[src/rtl/mips_cpu_lsu_if.sv]
// Execute-stage request/response and Avalon-MM master signals of the MIPS load/store unit.
// The master modport is the LSU side; the slave modport is the execute stage plus the memory.
interface mips_cpu_lsu_if #(
  parameter int ADDR_WIDTH = 32
);
  logic                  req_valid;
  logic                  req_ready;
  logic [3:0]            req_op;
  logic [31:0]           req_base;
  logic [15:0]           req_offset;
  logic [31:0]           req_rt_data;
  logic                  resp_valid;
  logic [31:0]           resp_data;
  logic                  resp_err;
  logic [ADDR_WIDTH-1:0] address;
  logic                  read;
  logic                  write;
  logic                  waitrequest;
  logic [31:0]           writedata;
  logic [3:0]            byteenable;
  logic [31:0]           readdata;

  modport master (
    input  req_valid, req_op, req_base, req_offset, req_rt_data, waitrequest, readdata,
    output req_ready, resp_valid, resp_data, resp_err, address, read, write, writedata, byteenable
  );

  modport slave (
    output req_valid, req_op, req_base, req_offset, req_rt_data, waitrequest, readdata,
    input  req_ready, resp_valid, resp_data, resp_err, address, read, write, writedata, byteenable
  );
endinterface

[src/rtl/mips_cpu_lsu.sv]
// MIPS load/store unit: one access at a time, strobe in cycle 1, response in cycle 2+N (N = waitrequest-high cycles), bounded by TIMEOUT_CYCLES.
// Backpressure: req_ready only in IDLE; waitrequest stalls BUS. Optional MIPS_LSU_ALIGN_CHECK_EN rejects misaligned LH/LHU/SH/LW/SW.
module mips_cpu_lsu #(
  parameter int ADDR_WIDTH     = 32,
  parameter int TIMEOUT_CYCLES = 255
) (
  input  logic             clk,
  input  logic             reset,
  mips_cpu_lsu_if.master   bus
);
  typedef enum logic [1:0] {IDLE, BUS, RESP} state_t;

  localparam logic [3:0] OP_LB = 4'd0, OP_LBU = 4'd1, OP_LH = 4'd2, OP_LHU = 4'd3,
                         OP_LW = 4'd4, OP_LWL = 4'd5, OP_LWR = 4'd6,
                         OP_SB = 4'd8, OP_SH = 4'd9, OP_SW = 4'd10;

  localparam int          CW     = (TIMEOUT_CYCLES > 1) ? $clog2(TIMEOUT_CYCLES + 1) : 1;
  localparam bit          TO_EN  = (TIMEOUT_CYCLES != 0);
  localparam logic [CW-1:0] T_LAST = CW'((TIMEOUT_CYCLES > 0) ? TIMEOUT_CYCLES - 1 : 0);

  typedef struct packed {
    logic [3:0]  op;
    logic [1:0]  b;
    logic [31:0] rt;
  } req_t;

  state_t                state, state_d;
  req_t                  req_q;
  logic [CW-1:0]         wait_cnt;
  logic [ADDR_WIDTH-1:0] addr_q;
  logic [31:0]           wdata_q, rdata_q;
  logic [3:0]            be_q;
  logic                  read_q, write_q, rvld_q, rerr_q;

  logic [31:0] eff, wd_in, load_fmt;
  logic [1:0]  b_in;
  logic [3:0]  be_in;
  logic        illegal, misaligned, reject, accept, bus_done, timeout;

  assign eff  = bus.req_base + {{16{bus.req_offset[15]}}, bus.req_offset};
  assign b_in = eff[1:0];

  always_comb begin
    wd_in   = 32'h0;
    be_in   = 4'b1111;
    illegal = 1'b0;
    case (bus.req_op)
      OP_LB, OP_LBU, OP_LH, OP_LHU, OP_LW, OP_LWL, OP_LWR: be_in = 4'b1111;
      OP_SB: begin
        wd_in = {4{bus.req_rt_data[7:0]}};
        be_in = 4'b0001 << b_in;
      end
      OP_SH: begin
        wd_in = {2{bus.req_rt_data[15:0]}};
        be_in = b_in[1] ? 4'b1100 : 4'b0011;
      end
      OP_SW: wd_in = bus.req_rt_data;
      default: begin
        illegal = 1'b1;
        be_in   = 4'b0000;
      end
    endcase
  end

`ifdef MIPS_LSU_ALIGN_CHECK_EN
  always_comb begin
    misaligned = 1'b0;
    case (bus.req_op)
      OP_LH, OP_LHU, OP_SH: misaligned = b_in[0];
      OP_LW, OP_SW:         misaligned = (b_in != 2'b00);
      default:              misaligned = 1'b0;
    endcase
  end
`else
  assign misaligned = 1'b0;
`endif

  assign reject = illegal | misaligned;

  // Result shaping uses the byte offset captured at acceptance; 3-b equals ~b for a 2-bit b.
  logic [4:0]  lsh, rsh;
  logic [7:0]  byte_sel;
  logic [15:0] half_sel;
  logic [31:0] rd_shr;
  assign lsh      = {~req_q.b, 3'b000};
  assign rsh      = {req_q.b, 3'b000};
  assign rd_shr   = bus.readdata >> rsh;
  assign byte_sel = rd_shr[7:0];
  assign half_sel = req_q.b[1] ? bus.readdata[31:16] : bus.readdata[15:0];

  always_comb begin
    load_fmt = 32'h0;
    case (req_q.op)
      OP_LB:  load_fmt = {{24{byte_sel[7]}}, byte_sel};
      OP_LBU: load_fmt = {24'h0, byte_sel};
      OP_LH:  load_fmt = {{16{half_sel[15]}}, half_sel};
      OP_LHU: load_fmt = {16'h0, half_sel};
      OP_LW:  load_fmt = bus.readdata;
      OP_LWL: load_fmt = (bus.readdata << lsh) | (req_q.rt & ~(32'hFFFF_FFFF << lsh));
      OP_LWR: load_fmt = rd_shr | (req_q.rt & ~(32'hFFFF_FFFF >> rsh));
      default: load_fmt = 32'h0;
    endcase
  end

  always_comb begin
    state_d  = state;
    accept   = (state == IDLE) && bus.req_valid;
    bus_done = (state == BUS) && !bus.waitrequest;
    timeout  = TO_EN && (state == BUS) && bus.waitrequest && (wait_cnt == T_LAST);
    case (state)
      IDLE: if (accept) state_d = reject ? RESP : BUS;
      BUS:  if (bus_done || timeout) state_d = RESP;
      RESP: state_d = IDLE;
      default: state_d = IDLE;
    endcase
  end

  always_ff @(posedge clk) begin
    if (!reset) state <= IDLE;
    else        state <= state_d;
  end

  always_ff @(posedge clk) begin
    if (!reset) begin
      req_q    <= '0;
      wait_cnt <= '0;
      addr_q   <= '0;
      wdata_q  <= '0;
      be_q     <= '0;
      read_q   <= 1'b0;
      write_q  <= 1'b0;
      rvld_q   <= 1'b0;
      rerr_q   <= 1'b0;
      rdata_q  <= '0;
    end else begin
      rvld_q <= 1'b0;
      case (state)
        IDLE: if (accept) begin
          req_q    <= '{op: bus.req_op, b: b_in, rt: bus.req_rt_data};
          wait_cnt <= '0;
          if (reject) begin
            rvld_q  <= 1'b1;
            rerr_q  <= 1'b1;
            rdata_q <= '0;
          end else begin
            addr_q  <= {eff[ADDR_WIDTH-1:2], 2'b00};
            wdata_q <= wd_in;
            be_q    <= be_in;
            read_q  <= ~bus.req_op[3];
            write_q <= bus.req_op[3];
          end
        end
        BUS: begin
          if (bus_done) begin
            read_q  <= 1'b0;
            write_q <= 1'b0;
            rvld_q  <= 1'b1;
            rerr_q  <= 1'b0;
            rdata_q <= req_q.op[3] ? 32'h0 : load_fmt;
          end else if (timeout) begin
            read_q  <= 1'b0;
            write_q <= 1'b0;
            rvld_q  <= 1'b1;
            rerr_q  <= 1'b1;
            rdata_q <= '0;
          end else begin
            wait_cnt <= wait_cnt + CW'(1);
          end
        end
        default: begin
          rerr_q  <= 1'b0;
          rdata_q <= '0;
        end
      endcase
    end
  end

  assign bus.req_ready  = (state == IDLE);
  assign bus.resp_valid = rvld_q;
  assign bus.resp_data  = rdata_q;
  assign bus.resp_err   = rerr_q;
  assign bus.address    = addr_q;
  assign bus.read       = read_q;
  assign bus.write      = write_q;
  assign bus.writedata  = wdata_q;
  assign bus.byteenable = be_q;
endmodule

[src/flat_wrapper.sv]
// flat-port wrapper written by rule: the top's interface ports become plain ports
module mips_cpu_lsu_flat 
#(
  parameter int ADDR_WIDTH     = 32,
  parameter int TIMEOUT_CYCLES = 255
)
  (clk, reset, bus_req_valid, bus_req_op, bus_req_base, bus_req_offset, bus_req_rt_data, bus_waitrequest, bus_readdata, bus_req_ready, bus_resp_valid, bus_resp_data, bus_resp_err, bus_address, bus_read, bus_write, bus_writedata, bus_byteenable);
  mips_cpu_lsu_if #(.ADDR_WIDTH(ADDR_WIDTH)) bus_i ();
  input  logic clk;
  input  logic reset;
  input wire logic [$bits(bus_i.req_valid)-1:0] bus_req_valid;
  input wire logic [$bits(bus_i.req_op)-1:0] bus_req_op;
  input wire logic [$bits(bus_i.req_base)-1:0] bus_req_base;
  input wire logic [$bits(bus_i.req_offset)-1:0] bus_req_offset;
  input wire logic [$bits(bus_i.req_rt_data)-1:0] bus_req_rt_data;
  input wire logic [$bits(bus_i.waitrequest)-1:0] bus_waitrequest;
  input wire logic [$bits(bus_i.readdata)-1:0] bus_readdata;
  output wire logic [$bits(bus_i.req_ready)-1:0] bus_req_ready;
  output wire logic [$bits(bus_i.resp_valid)-1:0] bus_resp_valid;
  output wire logic [$bits(bus_i.resp_data)-1:0] bus_resp_data;
  output wire logic [$bits(bus_i.resp_err)-1:0] bus_resp_err;
  output wire logic [$bits(bus_i.address)-1:0] bus_address;
  output wire logic [$bits(bus_i.read)-1:0] bus_read;
  output wire logic [$bits(bus_i.write)-1:0] bus_write;
  output wire logic [$bits(bus_i.writedata)-1:0] bus_writedata;
  output wire logic [$bits(bus_i.byteenable)-1:0] bus_byteenable;
  assign bus_i.req_valid = bus_req_valid;
  assign bus_i.req_op = bus_req_op;
  assign bus_i.req_base = bus_req_base;
  assign bus_i.req_offset = bus_req_offset;
  assign bus_i.req_rt_data = bus_req_rt_data;
  assign bus_i.waitrequest = bus_waitrequest;
  assign bus_i.readdata = bus_readdata;
  assign bus_req_ready = bus_i.req_ready;
  assign bus_resp_valid = bus_i.resp_valid;
  assign bus_resp_data = bus_i.resp_data;
  assign bus_resp_err = bus_i.resp_err;
  assign bus_address = bus_i.address;
  assign bus_read = bus_i.read;
  assign bus_write = bus_i.write;
  assign bus_writedata = bus_i.writedata;
  assign bus_byteenable = bus_i.byteenable;
  mips_cpu_lsu #(.ADDR_WIDTH(ADDR_WIDTH), .TIMEOUT_CYCLES(TIMEOUT_CYCLES)) u_core (.clk(clk), .reset(reset), .bus(bus_i));
endmodule
[config.mk]
export PLATFORM = sky130hd
export DESIGN_NAME = mips_cpu_lsu_flat
export DESIGN_NICKNAME = d
export VERILOG_FILES = /design/src/rtl/mips_cpu_lsu_if.sv /design/src/rtl/mips_cpu_lsu.sv /design/src/flat_wrapper.sv
export SDC_FILE = /design/constraint.sdc
export NUM_CORES = 1
export LEC_CHECK = 0
export CAP_MARGIN = 20
export CORE_ASPECT_RATIO = 1.4
export CORE_MARGIN = 2
export CORE_UTILIZATION = 50
export CTS_CLUSTER_SIZE = 10
export DETAILED_ROUTE_END_ITERATION = 6
export GPL_TIMING_DRIVEN = 0
export HOLD_SLACK_MARGIN = 0.12
export PLACE_DENSITY = 0.84
export SYNTH_ARGS = -nofsm -noshare
export SYNTH_HDL_FRONTEND = slang
export SYNTH_SLANG_ARGS = --single-unit
[constraint.sdc]
create_clock -name clk -period 2.85 [get_ports clk]
set_input_delay 0.57 -clock clk [delete_from_list [all_inputs] [get_ports clk]]
set_output_delay 0.57 -clock clk [all_outputs]
set_load 0.05 [all_outputs]
# Word level (Yosys, flattened, before mapping)
# Cells that the tools add are included.
# word_totals
reg_bits	150
inputBits	120
# op_classes
addsub	2
n_bitwise	8
n_mux	37
n_eq_ne	24
shifts	5
reduce_logical	18
# op_table
operator	n
case mux 32 bit (7 select lines)	1
two-way mux 32 bit	5
case mux 32 bit (3 select lines)	1
AND 32 bit	2
NOT 32 bit	2
bitwise OR 32 bit	2
case mux 32 bit (2 select lines)	1
adder 32 bit	1
<< shifter 32 x 5 -> 32 bit	1
<< shifter 32 x 5 -> 32 bit, first input constant	1
right shift 32 x 5 -> 32 bit	1
right shift 32 x 5 -> 32 bit, first input constant	1
equality test 4 x 3 -> 1 bit, second input constant	6
two-way mux 8 bit	3
equality test 4 x 2 -> 1 bit, second input constant	4
two-way mux 16 bit	1
case mux 8 bit (2 select lines)	1
two-way mux 1 bit	14
equality test 4 bit, second input constant	3
case mux 4 bit (3 select lines)	1
!= test 2 bit, second input constant	5
OR reduction 10 bit	1
adder 8 x 1 -> 8 bit, second input constant	1
equality test 4 x 1 -> 1 bit, second input constant	2
other kinds (21)	33

# Depth between registers and ports, before layout
# Gate-level depths: netlist of run 1.
# logic_depth
depth_word	9
mapped_depth	11
ltp_nobuf	11

# Least setup slack after synthesis of run 1
# Ideal clock, no wire load.
# synth_timing
kind	input to register
start	input bus_req_offset[3]
end	register u_core.addr_q[27] (netlist: u_core.bus.address[27])
required_ns	2.728
path_buffers	0
arrival_time_ns	2.462
setup_ns	0.122
cell_stages	9
path_slack_ns	0.266
path_cell_list	ha_1 a21o_1 a21oi_2 a2111oi_1 o31a_2 o211ai_2 a21oi_1 o2111a_1 a311o_1
# synth_via
elab_chain_len	1
# synth_lines
element	line	source
from (decl)	flat_wrapper.sv:14	input wire logic [$bits(bus_i.req_offset)-1:0] bus_req_offset;
adder 32 bit	mips_cpu_lsu.sv:40	assign eff = bus.req_base + {{16{bus.req_offset[15]}}, bus.req_offset};
to (signal assigned)	mips_cpu_lsu.sv:146	addr_q <= {eff[ADDR_WIDTH-1:2], 2'b00};
to (decl)	mips_cpu_lsu.sv:30	logic [ADDR_WIDTH-1:0] addr_q;
# No other way between the ends.
# A chain may end at the register's enable or synchronous reset.

# Worst setup path in the final report of run 1
# layout_timing
start	input bus_req_offset[6]
end	register u_core.addr_q[27] (netlist: u_core.bus.address[27])
# The elaborated chain is that of the path after synthesis.

==> out/metrics.csv, run 1 <==
stage,metric,value,unit
hold_path,Hold WC Path Type,reg2reg,
floorplan,Die H,161.1,um
floorplan,Initial Util,50.83,%
flow_run,Max Cap Viol,0,
clock_network,Max H-tree Level,4,
floorplan,core footprint,17330,um2
routing,DR iter-0 viols,823,
timing,Fin Clk Skew,7.752,ps
routing,router iterations before antenna repair,6,
routing,drt drc,0,
clock_network,Root Buffer,clkbuf_16,
routing,ANT nets after route,0,
clock_network,TritonCTS clock tree,built,
routing,drt total wl,33270,um
yosys,sequential area share after synthesis,34.09,%
yosys,Synth cell types,75,
timing,PnR worst setup slack,4.629,ps
power_and_ir_drop,Worst VDD drop,0.3591,mV
worst_setup_path,Worst Setup End Kind,flip-flop,
timing,"Slew Viols, Final",0,
timing,Slew @ Worst Pin,1072,ps
final_layout,Layout Cells excl Fill,1601,
yosys,most frequent cell after synthesis,nand2_1,
yosys,"Cell Area, Synth",8810,um2
worst_setup_path,reg2reg setup slack,150,ps
worst_setup_path,CP startpoint kind,input port,
worst_setup_path,r2r startpoint,u_core.req_q[32],
grt,total track usage,35.50,%
timing,Achievable Freq,351.4,MHz
final_layout,share of layout cells above drive strength 1,8.938,%
routing,post-DR vias/cell,5.964,
final_layout,multi-input logic area,5550,um2
placed_design,GPL Wtd Cong,1.003,
final_layout,Area Growth Syn to Fin,37.31,%
clock_network,# clock sinks,150,
routing,via count,9548,
worst_setup_path,critical path class,in2reg,
clock_network,TritonCTS buffer count,17,
hold_path,worst hold path depth,2,
yosys,Synth top area share,34.09,%
grt,initial antenna violation count,0,
placed_design,hpwl dp,26240,um
floorplan,die area,18710,um2
yosys,YS warnings,0,
final_layout,FILL cells,1470,
clock_network,hold_buf cts,0,
yosys,ys async rst share,0,%
yosys,"area leader, netlist",dfxtp_1,
grt,vias in the first global route,9588,
placed_design,pre-CTS setup slack,-1161,ps
placed_design,number of port buffers,221,
yosys,predominant post-synthesis flop cell,dfxtp_1,
worst_setup_path,arrival time worst endpoint,3170,ps
timing,Fin Setup TNS,0,ps
timing,Max-slew headroom,28.38,%
grt,largest net degree at the start of global routing,18,
placed_design,placed insts,1568,
routing,WL/cell,20.78,um
final_layout,nets,1507,
final_layout,Register Area,3003,um2
placed_design,"Cell Area, Placed",11320,um2
worst_setup_path,FF-to-FF path depth,8,
yosys,Post-Syn Area per Cell,7.937,um2
clock_network,Clock Latency Late Sink,430,ps
timing,Tmin final,2845,ps
hold_path,Hold Crit Start,u_core.bus.resp_data[2],
timing,Final Cycle Share,99.84,%
floorplan,Row Count,57,
yosys,most common library cells after synthesis,"196 x nand2_1, 150 x dfxtp_1, 114 x a21oi_1, 73 x nor2_1, 58 x o21ai_0",
power_and_ir_drop,leak pwr,4.494,nW
power_and_ir_drop,PD cells,575.7,nW/um2
hold_path,WHS Endpoint,u_core.bus.resp_data[2],
floorplan,IO Pins,225,
final_layout,n_diodes,0,
worst_setup_path,worst endpoint required time,3170,ps
worst_setup_path,"Max FO, Critical Path",6,
yosys,number of flops mapped to enable cells by yosys,0,
timing,RSZ-0062 raised after global routing,yes,
clock_network,CTS Buffer Depth,2,
grt,first-pass GRT wire length,50790,um
yosys,synthesized flop and latch total,150,
worst_setup_path,R2R Path End,u_core.bus.resp_data[26],
yosys,Mapped Cells,1110,
timing,final hold viol count,0,
floorplan,DIE WIDTH,116.2,um
run_status,status,"finished, final reports clean",
final_layout,fin area,12100,um2
yosys,Synth area leaders,"dfxtp_1 34%, nand2_1 8.4%, a21oi_1 6.5%",
grt,global-route congestion overflow total,0,
timing,"Setup violations, final",0,
clock_network,"Clk pin slew, worst setup/hold paths",70,ps
[critical path, stage by stage]
cell and delay (ps):
clkdlybuf4s50_1 470, ha_2 310, a21oi_2 170, o21ai_1 120, and3_1 210, o31a_2 370
o211ai_2 250, a21oi_1 140, o2111a_1 250, a311o_1 310
[per-stage QoR]
stage,hold WS (ps),power (mW),utilization [%]
after CTS,451.8,6.908,69.11
after global routing,466.9,7.219,69.80
after global placement,434.2,4.486,65.32
after detailed placement,442.7,4.506,65.32
after floorplan,435.7,3.721,-
final,448.0,6.964,69.80
[cells in the final DEF, fill, tap and decap left out, types with 10 or more instances in the layout]
cell type and instances:
a22oi_1 24, inv_1 20, a22o_1 18, clkbuf_1 46, dfxtp_1 150, nor2_1 72, nand2_1 195, a21oi_1 109
nand3_1 37, o21ai_0 57, nor3_1 35, ha_1 28, clkbuf_16 17, xnor2_1 14, buf_2 16, a211oi_1 20
mux2i_1 33, mux4_2 10, a221oi_1 13, mux2_2 12, clkdlybuf4s50_1 220
[area by class of cell]
| type | instances | share of cell area (%) |
|---|---|---|
| Sequential cell | 150 | 24.82 |
| Tap cell | 236 | 2.441 |
| Clock buffer | 17 | 3.517 |
| Inverter | 21 | 0.6516 |
| Timing Repair Buffer | 224 | 18.43 |
| Clock inverter | 14 | 1.676 |
| Multi-Input combinational cell | 865 | 45.88 |
| Buffer | 74 | 2.576 |
[kinds of logic after synthesis]
logic type,count (synthesis),synth area share [%]
flops,150,34.09
fa+ha+maj,34,4.914
compound gates,348,26.10
simple gates,404,20.39
buf+inv,96,4.431
mux,55,7.840
other cells,1,0.04257
xor+xnor,22,2.187
[state kept, by name, indices dropped and copies added, names as in the netlist]
register,count
u_core.bus.address,30
u_core.bus.writedata,32
u_core.bus.write,1
u_core.bus.read,1
u_core.bus.resp_err,1
u_core.bus.resp_valid,1
u_core.bus.byteenable,4
u_core.state,2
u_core.req_q,38
u_core.bus.resp_data,32
u_core.wait_cnt,8
[layer usage]
metal	GRT usage [%]	part of all wire [%]	wire length [um]	vias to the layer above
li1	-	-	-	4512
met1	36.50	35	11620	4437
met2	64.94	52	17220	464
met3	7.355	6.9	2280	135
met4	20.78	6.5	2153	0
met5	0	0	0	-
[how the worst max path moves through the flow]
stage | to | startpoint | slack (ps) | cells after the start
5_1_grt | u_core.bus.address[27] | bus_req_offset[1] | -30 | 10
3_3_place_gp | u_core.bus.address[31] | bus_req_offset[15] | -1230 | 10
2_1_floorplan | u_core.bus.address[27] | bus_req_offset[3] | 270 | 9
4_1_cts | u_core.bus.address[30] | bus_req_base[24] | 10 | 10
6_report | u_core.bus.address[27] | bus_req_offset[6] | 5 | 10
3_5_place_dp | u_core.bus.address[31] | bus_req_offset[15] | -1160 | 10
[repair_timing]
action / in CTS / in global routing
endpoints found under the setup margin: 26 / 21
cloned: 0 / 0
buffers inserted: 0 / 3
pin swaps: 2 / 11
resized for setup: 13 / 25
[power breakdown]
group	switching, mW	internal [mW]	total (mW)	leakage (nW)
logic	1.38	0.821	2.20	2.98
registers	0.0956	2.25	2.34	1.22
clock network	0.953	1.47	2.42	0.292
total	2.43	4.54	6.96	4.49
No activity file was read; power rests on OpenSTA's default activity.
==> inputs of run 2 (changes only) <==
CORE_MARGIN = 10   (was 2)
==> out/metrics.csv, run 2 (synthesized netlist as in run 1, its figures left out) <==
stage,metric,value,unit
floorplan,IO Pins,225,
hold_path,worst hold path depth,2,
worst_setup_path,WP depth,10,
hold_path,Hold WC Path Type,reg2reg,
worst_setup_path,crit-path leading delay family,compound AO/OA/AOI/OAI gates,
placed_design,number of port buffers,221,
worst_setup_path,arrival time worst endpoint,3160,ps
power_and_ir_drop,internal power,4.451,mW
final_layout,multi-input logic area,5565,um2
floorplan,DIE WIDTH,132.2,um
routing,DR iter-0 viols,866,
final_layout,final core occ,70.05,%
timing,"Setup violations, final",0,
power_and_ir_drop,leak pwr,4.537,nW
clock_network,Root Buffer,clkbuf_16,
grt,initial antenna violation count,0,
routing,via count,9665,
timing,Final Cycle Share,99.46,%
clock_network,# clock sinks,150,
final_layout,share of layout cells above drive strength 1,9.336,%
floorplan,core footprint,17330,um2
power_and_ir_drop,Sw Ratio,35.59,%
power_and_ir_drop,Worst VDD drop,0.3817,mV
final_layout,most frequent cells in the layout,"217 x clkdlybuf4s50_1, 196 x nand2_1, 150 x dfxtp_1",
final_layout,FILL cells,1450,
worst_setup_path,worst endpoint required time,3180,ps
worst_setup_path,CP max-delay cell,a2111oi_2,
routing,router iterations before antenna repair,7,
final_layout,"commonest non-fill, non-tap cell in the layout",clkdlybuf4s50_1,
routing,WL/cell,21.81,um
grt,vias in the first global route,9641,
grt,met1 Usage GRT,28.51,%
power_and_ir_drop,Sw Pwr,2.460,mW
grt,gr busiest metal,met2,
worst_setup_path,Worst Setup End Kind,flip-flop,
floorplan,Die H,177.1,um
routing,post-DR vias/cell,6.014,
placed_design,hpwl dp,27780,um
floorplan,Row Count,57,
timing,Max-slew headroom,31.70,%
timing,Slew @ Worst Pin,1022,ps
final_layout,nets,1512,
clock_network,TritonCTS clock tree,built,
worst_setup_path,cell mode on critical path,a21oi_1,
grt,met3 Use GR,6.676,%
run_status,failing checks,design-rule violations,
floorplan,die area,23400,um2
floorplan,Initial Util,50.83,%
placed_design,GPL Wtd Cong,0.9937,
final_layout,max reg flops,38,
timing,final hold viol count,0,
grt,largest net degree at the start of global routing,18,
worst_setup_path,"Max FO, Critical Path",3,
grt,GR met2 Demand/Resource,51.34,%
clock_network,CTS Buffer Depth,2,
clock_network,"Clk pin slew, worst setup/hold paths",70,ps
timing,Tmin final,2835,ps
timing,"Slew Viols, Final",0,
final_layout,largest reg by FF count,u_core.req_q,
grt,first-pass GRT wire length,53140,um
grt,total track usage,28.41,%
clock_network,Clock Latency Late Sink,430,ps
placed_design,pre-CTS setup slack,-1137,ps
routing,ANT nets after route,0,
routing,drt drc,2,
final_layout,Register Area,3003,um2
timing,Fin Clk Skew,8.079,ps
timing,Achievable Freq,352.8,MHz
worst_setup_path,slowest cell delay on critical path,480,ps
routing,drt total wl,35050,um
power_and_ir_drop,Sequential Power Share,33.9,%
run_status,status,"complete, but fails checks",
power_and_ir_drop,PD cells,569.4,nW/um2
grt,global-route congestion overflow total,0,
timing,PnR worst setup slack,15.47,ps
worst_setup_path,FF-to-FF path depth,7,
flow_run,Max Cap Viol,0,
worst_setup_path,Buf/Inv on CP,1,
clock_network,hold_buf cts,0,
power_and_ir_drop,Comb power frac,32.2,%
final_layout,n_diodes,0,
worst_setup_path,CP startpoint kind,input port,
worst_setup_path,critical-path cell list,clkdlybuf4s50_1 > ha_1 > a21oi_1 > nand4b_1 > a2111oi_2 > o31a_2 > o211ai_2 > a21oi_1 > nor3_1 > a311o_1,
worst_setup_path,critical path class,in2reg,
final_layout,Area Growth Syn to Fin,37.79,%
clock_network,TritonCTS buffer count,17,
clock_network,Max H-tree Level,4,
timing,RSZ-0062 raised after global routing,yes,
power_and_ir_drop,clock share of power,33.9,%
run 2: final cells by class:
type / instances / share of cell area [%]
Inverter: 21 / 0.6494
Multi-Input combinational cell: 865 / 45.85
Tap cell: 236 / 2.432
Clock inverter: 12 / 1.185
Sequential cell: 150 / 24.74
Clock buffer: 20 / 3.845
Buffer: 75 / 2.597
Timing Repair Buffer: 228 / 18.71
run 2: repair_timing:
action                     CTS  global route
setup endpoints to repair   26            23
buffers inserted             1             6
gates resized for setup     14            27
pin swaps                    4            12
run 2: layer usage:
| metal | vias up | wire length [um] |
|---|---|---|
| li1 | 4532 | - |
| met1 | 4492 | 12460 |
| met2 | 492 | 17790 |
| met3 | 149 | 2490 |
| met4 | 0 | 2306 |
| met5 | - | 0 |
run 2: per-stage QoR:
stage	power (mW)	instance area (um2)	setup TNS, ps	hold slack, ps	cells
finish	6.912	12140	0	439.9	1607
global route	7.160	12140	-121.8	467.1	1607
CTS	6.831	11990	0	442.9	1601
detailed placement	4.509	11320	-30330	433.2	1568
global placement	4.489	11320	-27520	433.9	1568
floorplan	3.721	8813	0	435.7	1111
run 2: worst reg2reg max path: stages (launching register included):
cell and delay (ps):
dfxtp_1 300, buf_2 200, nor3b_1 850, inv_1 130, o22ai_2 510, a31o_2 330, a21oi_1 100, o21ai_0 180
run 2: power by group through the flow:
| stage | registers (mW) | logic (mW) | clock network, mW |
|---|---|---|---|
| floorplan | 2.73 | 0.996 | 0 |
| global placement | 2.38 | 2.11 | 0 |
| detailed placement | 2.38 | 2.13 | 0 |
| CTS | 2.34 | 2.16 | 2.34 |
| global route | 2.36 | 2.37 | 2.43 |
| finish | 2.34 | 2.22 | 2.34 |
run 2: path summary, 6_finish.rpt:
check                                              start  slack [ps]                       end
worst min register to register  u_core.bus.resp_data[13]         440  u_core.bus.resp_data[13]
worst max-delay path                   bus_req_offset[1]          20    u_core.bus.address[27]
worst min-delay path            u_core.bus.resp_data[13]         440  u_core.bus.resp_data[13]
worst max register to register          u_core.req_q[35]         160   u_core.bus.resp_data[4]
